File: config.mk
export PLATFORM = sky130hd
export DESIGN_NAME = pipe_stage_reg_flat
export DESIGN_NICKNAME = d
export VERILOG_FILES = /design/src/rtl/pipe_stage_reg_if.sv /design/src/rtl/pipe_stage_reg.sv /design/src/flat_wrapper.sv
export SDC_FILE = /design/constraint.sdc
export NUM_CORES = 1
export LEC_CHECK = 0
export ABC_AREA = 1
export CAP_MARGIN = 20
export CORE_MARGIN = 5
export CORE_UTILIZATION = 35
export CTS_CLUSTER_DIAMETER = 50
export CTS_CLUSTER_SIZE = 24
export DETAILED_ROUTE_END_ITERATION = 10
export PLACE_DENSITY = 0.67
export SLEW_MARGIN = 10
export SYNTH_ARGS = -nofsm -noshare
export SYNTH_HDL_FRONTEND = slang
export SYNTH_SLANG_ARGS = --single-unit
File: constraint.sdc
create_clock -name clk -period 6.8 [get_ports clk]
set_input_delay 1.7 -clock clk [delete_from_list [all_inputs] [get_ports clk]]
set_output_delay 1.7 -clock clk [all_outputs]
set_load 0.01 [all_outputs]
File: src/rtl/pipe_stage_reg_if.sv
// Bundle of stage-control, payload-in and registered payload-out signals
// for one inter-stage pipeline register.
interface pipe_stage_reg_if #(
  parameter int unsigned DW   = 32,
  parameter int unsigned NCH  = 4,
  parameter int unsigned EXCW = 5,
  parameter int unsigned CNTW = 8
);
  logic              en;
  logic              bubble;
  logic              flush;
  logic              valid_in;
  logic [DW-1:0]     instr_in;
  logic [DW-1:0]     pc_in;
  logic              bd_in;
  logic [EXCW-1:0]   exc_in;
  logic [EXCW-1:0]   stage_exc;
  logic [NCH*DW-1:0] data_in;

  logic              valid_out;
  logic [DW-1:0]     instr_out;
  logic [DW-1:0]     pc_out;
  logic              bd_out;
  logic [EXCW-1:0]   exc_out;
  logic [NCH*DW-1:0] data_out;
  logic [CNTW-1:0]   hold_cnt;

  modport master (
    output en, bubble, flush, valid_in, instr_in, pc_in, bd_in,
           exc_in, stage_exc, data_in,
    input  valid_out, instr_out, pc_out, bd_out, exc_out, data_out, hold_cnt
  );

  modport slave (
    input  en, bubble, flush, valid_in, instr_in, pc_in, bd_in,
           exc_in, stage_exc, data_in,
    output valid_out, instr_out, pc_out, bd_out, exc_out, data_out, hold_cnt
  );
endinterface

File: src/rtl/pipe_stage_reg.sv
// Inter-stage pipeline register: hold, bubble, flush and first-exception-wins
// merging of the exception code; all outputs come straight from flops.
module pipe_stage_reg #(
  parameter int unsigned    DW       = 32,
  parameter int unsigned    NCH      = 4,
  parameter int unsigned    EXCW     = 5,
  parameter logic [DW-1:0]  PC_RESET = 32'h0000_3000,
  parameter int unsigned    CNTW     = 8
) (
  input logic             clk,
  input logic             rst,
  pipe_stage_reg_if.slave p
);
  typedef enum logic [1:0] {
    ACT_CLEAR,
    ACT_BUBBLE,
    ACT_HOLD,
    ACT_LOAD
  } act_e;

  act_e              act;
  logic              valid_q, valid_d;
  logic [DW-1:0]     instr_q, instr_d;
  logic [DW-1:0]     pc_q, pc_d;
  logic              bd_q, bd_d;
  logic [EXCW-1:0]   exc_q, exc_d;
  logic [NCH*DW-1:0] data_q, data_d;
  logic [CNTW-1:0]   cnt_q, cnt_d;
  logic [EXCW-1:0]   exc_merged;

  always_comb begin
    if (rst || p.flush)   act = ACT_CLEAR;
    else if (p.bubble)    act = ACT_BUBBLE;
    else if (!p.en)       act = ACT_HOLD;
    else                  act = ACT_LOAD;
  end

  // Earliest exception wins; a stage's own detection only counts for a real instruction.
  always_comb begin
    if (p.exc_in != '0)   exc_merged = p.exc_in;
    else if (p.valid_in)  exc_merged = p.stage_exc;
    else                  exc_merged = '0;
  end

  always_comb begin
    valid_d = valid_q;
    instr_d = instr_q;
    pc_d    = pc_q;
    bd_d    = bd_q;
    exc_d   = exc_q;
    data_d  = data_q;
    cnt_d   = cnt_q;
    unique case (act)
      ACT_CLEAR: begin
        valid_d = 1'b0;
        instr_d = '0;
        pc_d    = PC_RESET;
        bd_d    = 1'b0;
        exc_d   = '0;
        data_d  = '0;
        cnt_d   = '0;
      end
      ACT_BUBBLE: begin
        // PC and delay-slot flag survive so EPC is right if an interrupt lands here.
        valid_d = 1'b0;
        instr_d = '0;
        pc_d    = p.pc_in;
        bd_d    = p.bd_in;
        exc_d   = '0;
        data_d  = '0;
        cnt_d   = '0;
      end
      ACT_HOLD: begin
        if (cnt_q != '1) cnt_d = cnt_q + CNTW'(1);
      end
      ACT_LOAD: begin
        valid_d = p.valid_in;
        instr_d = p.instr_in;
        pc_d    = p.pc_in;
        bd_d    = p.bd_in;
        exc_d   = exc_merged;
        data_d  = p.data_in;
        cnt_d   = '0;
      end
      default: ;
    endcase
  end

  always_ff @(posedge clk) begin
    valid_q <= valid_d;
    instr_q <= instr_d;
    pc_q    <= pc_d;
    bd_q    <= bd_d;
    exc_q   <= exc_d;
    data_q  <= data_d;
    cnt_q   <= cnt_d;
  end

  assign p.valid_out = valid_q;
  assign p.instr_out = instr_q;
  assign p.pc_out    = pc_q;
  assign p.bd_out    = bd_q;
  assign p.exc_out   = exc_q;
  assign p.data_out  = data_q;
  assign p.hold_cnt  = cnt_q;
endmodule

File: src/flat_wrapper.sv
// flat-port wrapper written by rule: the top's interface ports become plain ports
module pipe_stage_reg_flat 
#(
  parameter int unsigned    DW       = 32,
  parameter int unsigned    NCH      = 4,
  parameter int unsigned    EXCW     = 5,
  parameter logic [DW-1:0]  PC_RESET = 32'h0000_3000,
  parameter int unsigned    CNTW     = 8
)
  (clk, rst, p_en, p_bubble, p_flush, p_valid_in, p_instr_in, p_pc_in, p_bd_in, p_exc_in, p_stage_exc, p_data_in, p_valid_out, p_instr_out, p_pc_out, p_bd_out, p_exc_out, p_data_out, p_hold_cnt);
  pipe_stage_reg_if #(.DW(DW), .NCH(NCH), .EXCW(EXCW), .CNTW(CNTW)) p_i ();
  input logic clk;
  input logic rst;
  input wire logic [$bits(p_i.en)-1:0] p_en;
  input wire logic [$bits(p_i.bubble)-1:0] p_bubble;
  input wire logic [$bits(p_i.flush)-1:0] p_flush;
  input wire logic [$bits(p_i.valid_in)-1:0] p_valid_in;
  input wire logic [$bits(p_i.instr_in)-1:0] p_instr_in;
  input wire logic [$bits(p_i.pc_in)-1:0] p_pc_in;
  input wire logic [$bits(p_i.bd_in)-1:0] p_bd_in;
  input wire logic [$bits(p_i.exc_in)-1:0] p_exc_in;
  input wire logic [$bits(p_i.stage_exc)-1:0] p_stage_exc;
  input wire logic [$bits(p_i.data_in)-1:0] p_data_in;
  output wire logic [$bits(p_i.valid_out)-1:0] p_valid_out;
  output wire logic [$bits(p_i.instr_out)-1:0] p_instr_out;
  output wire logic [$bits(p_i.pc_out)-1:0] p_pc_out;
  output wire logic [$bits(p_i.bd_out)-1:0] p_bd_out;
  output wire logic [$bits(p_i.exc_out)-1:0] p_exc_out;
  output wire logic [$bits(p_i.data_out)-1:0] p_data_out;
  output wire logic [$bits(p_i.hold_cnt)-1:0] p_hold_cnt;
  assign p_i.en = p_en;
  assign p_i.bubble = p_bubble;
  assign p_i.flush = p_flush;
  assign p_i.valid_in = p_valid_in;
  assign p_i.instr_in = p_instr_in;
  assign p_i.pc_in = p_pc_in;
  assign p_i.bd_in = p_bd_in;
  assign p_i.exc_in = p_exc_in;
  assign p_i.stage_exc = p_stage_exc;
  assign p_i.data_in = p_data_in;
  assign p_valid_out = p_i.valid_out;
  assign p_instr_out = p_i.instr_out;
  assign p_pc_out = p_i.pc_out;
  assign p_bd_out = p_i.bd_out;
  assign p_exc_out = p_i.exc_out;
  assign p_data_out = p_i.data_out;
  assign p_hold_cnt = p_i.hold_cnt;
  pipe_stage_reg #(.DW(DW), .NCH(NCH), .EXCW(EXCW), .PC_RESET(PC_RESET), .CNTW(CNTW)) u_core (.clk(clk), .rst(rst), .p(p_i));
endmodule
# Yosys cells after proc, flatten, opt, wreduce, memory -nomap -nowiden
# Cells that the tools add are included.
# totals
reg_bits	207
# op_classes
n_reduce_logical	8
add_sub_neg	1
eq_ne	5
muxes	13
# ops
op	n
128-bit case mux with 2 select lines	1
32-bit case mux with 2 select lines	2
8-bit case mux with 2 select lines	1
5-bit two-way mux	2
5-bit case mux with 2 select lines	1
8-bit by 1-bit adder with 8-bit output (second input constant)	1
8-bit two-way mux	1
8-bit != test (second input constant)	1
5-bit nonzero test	1
2-bit == test (second input constant)	2
2-bit two-way mux	2
1-bit case mux with 2 select lines	2
2-bit nonzero test	2
2-bit OR reduction	2
3-bit OR reduction	1
2-bit by 1-bit == test with 1-bit output (second input constant)	1
2-bit zero test	1
2-bit by 1-bit != test with 1-bit output (second input constant)	1
1-bit logical OR	1
1-bit two-way mux	1

# Longest topological paths before layout
# Gate-level depths: netlist of run 1.
# logic_depth
word_depth	6
depth_mapped	6

# Worst setup path before layout of run 1
# OpenSTA, ideal clock, no wires.
# synth_path
kind	input port to flip-flop
from	input p_flush
to	register u_core.cnt_q[0] (netlist: u_core.p.hold_cnt[0]) (enable)
stages	4
path_slack_ps	718
arrival_time_ps	5707
n_path_buf	0
path_cell_list	nor2_4 -> nand3_2 -> inv_1 -> nand4_1
# synth_between
elab_chain_cells	4
# synth_lines
item	line	text
start: declaration	flat_wrapper.sv:16	input wire logic [$bits(p_i.flush)-1:0] p_flush;
1-bit logical OR	pipe_stage_reg.sv:32	if (rst || p.flush) act = ACT_CLEAR;
2-bit two-way mux	pipe_stage_reg.sv:32	
2-bit == test	pipe_stage_reg.sv:53	unique case (act)
2-bit by 1-bit != test with 1-bit output (no line)	-	
end signal: assignment	pipe_stage_reg.sv:96	cnt_q <= cnt_d;
end: declaration	pipe_stage_reg.sv:28	logic [CNTW-1:0] cnt_q, cnt_d;
# No other way between the ends.
# A chain may end at the register's enable or synchronous reset.

# Worst setup path in the final report of run 1
# Same ends and word-level chain as after synthesis.

==> summary by stage, run 1 <==
Run status
The run finished with clean final reports.

Timing
Setup repair after global routing left no endpoint under its margin. The final hold slack is 635 ps. The maximum clock skew at final layout is 1.22 ps. For the final routed database, the setup TNS stands at 0 ps. For the pin with the worst max-slew slack, the measured transition is 873 ps.

Setup violations remaining at the end of the flow were counted as 0. The share of the clock period used by the worst path is 53.9%. The worst path needs 3660 ps of the cycle, external delays included. Timing would allow up to 273 MHz. The final count of pins violating max slew was 0. The count of final hold-check violations is 0. The headroom to the max-slew limit is 41.8%.

Floorplanning
Measured along the x axis, the die boundary spans 171 µm. The initialized floorplan defines 58 standard-cell rows. The placeable core region is 25,300 µm². The die covers 29,100 µm². For this design the top-level I/O count stands at 416. The die height is 171 µm. The starting density of the core is 35.7%.

Cells and area
Registers take 6220 µm². For this run, the post-layout net count is 1,319. Excluding fillers, the count of instances in the completed layout stands at 1,458. In the final layout, the share of cells above drive strength 1 is 13.7%. Leaving out fill and tap cells, the most frequent cell in the layout is sky130_fd_sc_hd__clkdlybuf4s50_1. In the layout the commonest cells are sky130_fd_sc_hd__clkdlybuf4s50_1 (415), sky130_fd_sc_hd__inv_1 (208), sky130_fd_sc_hd__edfxtp_1 (207), sky130_fd_sc_hd__nor2_1 (106), sky130_fd_sc_hd__nor2_4 (101). The area growth from synthesis to layout is 57.7%. The number of filler cells placed in the layout is 2,108. The area occupied by multi-input gates is 1770 µm².

Routing
Detailed routing inserted a total of 5,995 vias. The via-per-instance ratio is 4.11. After detailed routing, the number of remaining DRC violations is 0.

The final layout contains routed wiring with a total length of 24,000 µm. The average wire per standard cell is 16.5 µm. The number of nets still failing antenna checks after routing is 0. The detailed router's first-iteration violation count is 288.

The first detailed-routing pass took 4 iterations.

Global route
The first global-routing pass estimated 35,000 µm of wire. Entering global routing, the biggest net connects 97 pins. The overall overflow remaining after global route is 0. The initial antenna violation count was 2.

In the global route stage, overall resource usage came out at 15.6%. The via count of the first global-routing pass came to 6,069.

CTS
The root buffer selected by CTS is sky130_fd_sc_hd__clkbuf_16. The clock tree from TritonCTS is done. Clock-pin slew was measured on the worst setup and hold paths at 60 ps. In this run the post-CTS setup repair buffer count came out at 0. The H-tree depth is 1.

The number of buffers created by CTS is 24. Gates resized during post-CTS repair numbered 0. CTS saw 207 sinks. In this run, post-CTS hold repair placed 0 buffers.

For the worst-skew pair, the clock arrives at the later sink with an insertion delay of 500 ps. The clock passes through at most 3 buffers.

Pwr
For this design the static power due to leakage is 6.07 nW. Per report_power, the combinational group accounts for 11.4% of the total. Registers are responsible for 46.5% of the overall power.

IR analysis of the VDD net gives a maximum drop of 0.000229 V. The internal power of the cells totals 2.46 mW. The proportion of power drawn by the clock network is 42.2%. The power density relative to cell area is 221 nW/µm². In this run switching power makes up 22.1% of total power. In this run the power spent charging and discharging nets is 0.696 mW.

Synth
The portion of netlist area occupied by mux cells is 0%. The area of the mapped netlist is 9030 µm². The adder-cell area share of the yosys netlist is 0.139%. The area fraction in and, or, nand and nor cells after synthesis is 18.7%. By area, the combinational part of the netlist is dominated by simple AND/OR/NAND/NOR gates. sky130_fd_sc_hd__edfxtp_1 takes more of the synthesized area than any other cell. The post-synthesis xor/xnor area fraction is 0.194%. The synthesized netlist contains 21 unique library cells. Synthesis handed over a netlist of 683 instances. Summing the areas of all compound-gate instances in the mapped netlist gives 0.443% of the synthesized area. After synthesis the netlist holds a flip-flop and latch count of 207. The post-synthesis average cell area is 13.2 µm². The number of nets handed over by synthesis was 893. The top cell type's share of synthesized area is 68.8%. By area the synthesized netlist is led by sky130_fd_sc_hd__edfxtp_1 (69%), sky130_fd_sc_hd__nor2_4 (13%), sky130_fd_sc_hd__inv_1 (8.6%). For this run, the number of Yosys warnings is 0. Of the synthesized area, sequential elements account for 68.8%.

Hold path
Along the worst hold path, the cell count comes to 1. The type of the tightest min-delay check is flip-flop to flip-flop.

Setup path
The worst setup path is of the input port to flip-flop kind. The worst setup path is captured at a flip-flop. Along the worst path, the maximum fanout reaches 62.

The depth of the most critical reg-to-reg path is 4. Data on the critical path arrives at its endpoint at 3790 ps. The launching element type of the critical path is an input port. For the worst setup path, the data required time is 6930 ps.

Flow run
Across the run, the number of max-cap violations was 0.

Place
The cell count after placement is 1,413. Input and output buffers added on the ports amount to 415. The routability congestion estimate is 0.800. Once detailed placement completed, the half-perimeter wirelength came to 18,200 µm.
stage by stage:
| step | cell area, µm² | setup WS, ps | total power, mW | util [%] |
|---|---|---|---|---|
| finish | 14200 | 3140 | 3.15 | 56.2 |
| CTS | 14200 | 3120 | 3.20 | 56.2 |
| floorplan | 9030 | 718 | 1.61 | - |
| global route | 14200 | 2950 | 3.26 | 56.2 |
| global placement | 13400 | 2690 | 1.85 | 53.0 |
| detailed placement | 13400 | 2580 | 1.86 | 53.0 |
critical path, cell delays in order:
cell	delay [ps]
sky130_fd_sc_hd__clkdlybuf4s50_1	440
sky130_fd_sc_hd__nor2_4	200
sky130_fd_sc_hd__nand3_4	660
sky130_fd_sc_hd__inv_1	350
sky130_fd_sc_hd__nand4_1	400
worst paths after layout:
path / from / end / slack (ps)
max: p_flush / u_core.p.hold_cnt[0] / 3140
max reg2reg: u_core.p.hold_cnt[0] / u_core.p.hold_cnt[0] / 5130
min reg2reg: u_core.p.hold_cnt[0] / u_core.p.hold_cnt[0] / 630
min: u_core.p.hold_cnt[0] / u_core.p.hold_cnt[0] / 630
cells in the mapped netlist (all sizes together):
cell / n
inv: 208
edfxtp: 207
nor2: 207
buf: 19
nand2: 16
a21oi: 6
nand3: 5
nand4: 5
or2: 3
clkbuf: 2
o21ai: 2
ha: 1
xnor2: 1
xor2: 1
cell type report:
type                       count  share of cell area [%]
clock inverter                17                    1.32
antenna                        1                  0.0176
multi-input combinational    247                    12.4
timing repair buffer         421                    29.8
sequential                   207                    43.7
inverter                     208                    5.48
clock buffer                  27                    4.45
tap                          330                    2.90
power by group through the flow:
stage / Sequential (mW) / Clock, mW / Combinational (mW)
after floorplan: 1.53 / 0 / 0.0876
after global placement: 1.49 / 0 / 0.360
after detailed placement: 1.49 / 0 / 0.363
after CTS: 1.47 / 1.36 / 0.365
after global routing: 1.47 / 1.41 / 0.383
final: 1.47 / 1.33 / 0.358
cells by family after synthesis:
group                      after synthesis
AOI/OAI and AO/OA                        8
xor gates and xnor gates                 2
adders and majority gates                1
buffers and inverters                  229
DFF                                    207
and+or+nand+nor                        236
state kept, by name, summed over array words and instances (netlist names):
signal,cells
u_core.p.exc_out,5
u_core.p.instr_out,32
u_core.p.pc_out,32
u_core.p.bd_out,1
u_core.p.data_out,128
u_core.p.hold_cnt,8
u_core.p.valid_out,1
per-layer routing:
metal,GRT usage (%),share of wire [%],up-vias
met5,0,0.054,-
met4,6.28,3.7,2
met3,7.67,14,48
met2,27.0,48,301
met1,16.3,34,2711
li1,-,-,2933
(Power assumes the default switching activity.)
==> inputs of run 2 (changes only) <==
- clock period: 6.8 -> 3.6 ns (I/O delays scaled with it)
==> run 2 against run 1 <==
Net effect:
- first-iteration DRC count shrank 2.4%
- count of clock-buffer cells in the layout shrank 1
- power grew 96%
- cell area grew 1.8%
- sequential share of layout area shrank 0.77 points
- flip-flop and latch count is the same
- largest power group unchanged
- critical path depth shrank 4
==> summary by stage, run 2 (synthesis results as in run 1) <==
Timing
The minimum period implied by the final worst setup slack is 2450 ps. The final count of pins violating max slew is 0. Between clock sinks in the finished design, the worst skew comes to 1.01 ps.

For this run, the top clock speed supported by timing is 407 MHz. Setup repair after global routing left no endpoint under its margin. For the pin with the worst max-slew slack, the measured transition is 536 ps.

Setup violations remaining at the end of the flow were counted as 0. The headroom to the max-slew limit is 64.3%. The count of final hold-check violations was 0. After layout, the worst path uses 68.2% of the clock period.

Floorplanning
From bottom edge to top edge, the die measures 171 µm. The die is 171 µm wide. The starting density of the core is 35.7%. The floorplan has 58 rows.

The die covers 29,100 µm². The placeable core region is 25,300 µm². 416 I/O pins were placed.

Global route
Summed over all layers, the global routing overflow is 0. The via count of the first global-routing pass is 6,424. The first global-routing pass estimated 36,300 µm of wire.

Entering global routing, the biggest net connects 92 pins. The overall track demand over capacity in global routing is 16.2%. The initial antenna violation count is 4.

CTS
Post-CTS timing repair inserted 0 buffers for setup. After clock tree synthesis, the clock-pin slew on the worst setup and hold paths is 60 ps. After clock tree synthesis, the repair step resized 0 gates. The H-tree depth is 1.

The tree built by TritonCTS fans out to 207 sinks. TritonCTS built the clock tree. The tree is rooted in a sky130_fd_sc_hd__clkbuf_16. The maximum count of clock buffers along a single path is 3. Buffers inserted during clock tree synthesis total 26.

Clock latency on the worst-skew pair, taken at its later pin, is 510 ps. The number of hold buffers added after CTS was 0.

Pwr
The analysis attributes to cell leakage a power of 6.18 nW. Per report_power, the combinational group accounts for 11.1% of the total. Dividing total power by cell area gives a power density of 427 nW/µm².

The power consumption is 6.19 mW. The cell-internal power is 4.71 mW. Net switching is 24.0% of the power. The power spent charging and discharging nets is 1.49 mW. The clock network is responsible for 44.2% of the overall power. IR analysis of the VDD net gives a maximum drop of 0.000318 V.

The sequential cell fraction of total power is 44.7%.

Cells and area
At the end of the flow, the number of nets in the layout was 1,330. In the final layout, the multi-input gates occupy 1770 µm². The finished layout holds 1,472 standard cells, fillers aside. Registers take 6220 µm². From synthesis to final layout, the design area changed by 60.5%.

The leading cell type in the layout, fill and taps excluded is sky130_fd_sc_hd__clkdlybuf4s50_1. The area of all placed cells without fillers is 14,500 µm². Counting the fill cells in the layout gives 2,132. The register with the most flip-flops in the layout has 128 of them. Cells with a size suffix above 1 make up 14.8% of the layout. The library cells used most frequently in the layout, excluding fill and tap cells, are sky130_fd_sc_hd__clkdlybuf4s50_1 (415), sky130_fd_sc_hd__inv_1 (208), sky130_fd_sc_hd__edfxtp_1 (207), sky130_fd_sc_hd__nor2_1 (106), sky130_fd_sc_hd__nor2_4 (101).

Setup path
The data arrival time of the worst path is 1550 ps. The slowest stage of the critical path belongs to the cell sky130_fd_sc_hd__clkdlybuf4s50_1. The kind of cell with the highest combined delay along the critical path is buffers and inverters. The launching element type of the critical path is a flip-flop. Traced cell by cell, the critical path runs through clkdlybuf4s50_1. In this run the critical register-to-register path is launched from u_core.p.hold_cnt[0]. The startpoint of the worst setup timing path is u_core.p.hold_cnt[6]. The critical path class is flip-flop to output port. STA classifies the critical path endpoint as an output port.

The peak per-stage delay on the critical path is 610 ps. The critical path data required time is 2700 ps. Of all nets on the critical path, the largest fanout is 5.

Counting both buffers and inverters, the worst setup path holds a total of 1.

Routing
In the detailed route, the total length drawn on met3 is 3250 µm. For this run, design rule violations remaining after detail routing come to 0. The detailed router put a total of 8350 µm of wire on met1. The total length of routed met2 wires is 12,100 µm. The highest layer touched by signal routing is met5.

The count of TritonRoute iterations in the first routing pass is 4. Dividing the detail-routed via count by the number of cells gives 4.15. The average wire per standard cell is 16.8 µm.

The count of nets left with antenna violations once routing finished came out at 0. The number of vias in the routed layout is 6,113. The detailed router finished its first iteration with 281 violations. Wires add up to 24,700 µm.

Place
Routability-driven placement finished with a final weighted congestion of 0.820. The count of buffers added on input and output ports is 415. The HPWL after detailed placement is 19,200 µm. The cell count after placement is 1,422.

The post-placement cell area is 13,500 µm².

Hold path
The worst hold path begins at u_core.p.hold_cnt[0]. The type of the tightest min-delay check is flip-flop to flip-flop.

Flow run
The tool flagged a number of max-cap violations equal to 0.

Run status
The run finished with clean final reports.
==> run 2: final timing paths <==
check	slack, ps	to	cells after the start
worst min register to register	640	u_core.p.hold_cnt[0]	1
worst min-delay path	640	u_core.p.hold_cnt[0]	1
worst max-delay path	1150	p_hold_cnt[6]	1
worst max register to register	1930	u_core.p.hold_cnt[7]	4
==> run 2: power groups by stage <==
| stage | combinational [mW] | clock [mW] | sequential [mW] |
|---|---|---|---|
| 6_report | 0.687 | 2.74 | 2.77 |
| 5_1_grt | 0.733 | 2.92 | 2.78 |
| 4_1_cts | 0.699 | 2.81 | 2.77 |
| 3_5_place_dp | 0.695 | 0 | 2.82 |
| 3_3_place_gp | 0.690 | 0 | 2.82 |
| 2_1_floorplan | 0.166 | 0 | 2.88 |
==> run 2: area by class of cell <==
type | count | area share (%)
Antenna cell | 2 | 0.0345
Clock buffer | 26 | 4.49
Clock inverter | 22 | 2.03
Inverter | 208 | 5.39
Multi-Input combinational cell | 247 | 12.2
Sequential cell | 207 | 42.9
Tap cell | 330 | 2.85
Timing Repair Buffer | 430 | 30.1
==> run 2: layer usage <==
layer / vias up / track usage, %
met4: 4 / 6.46
met3: 56 / 7.44
met5: - / 0
li1: 2968 / -
met2: 314 / 28.4
met1: 2771 / 16.9
==> run 2: per-stage QoR <==
step           setup slack [ps]  hold slack (ps)  util [%]  setup TNS [ps]
2_1_floorplan              -171              648         -           -1370
3_3_place_gp               1000              622      53.5               0
3_5_place_dp                991              632      53.5               0
4_1_cts                    1120              641      57.2               0
5_1_grt                    1050              662      57.2               0
6_report                   1150              637      57.2               0
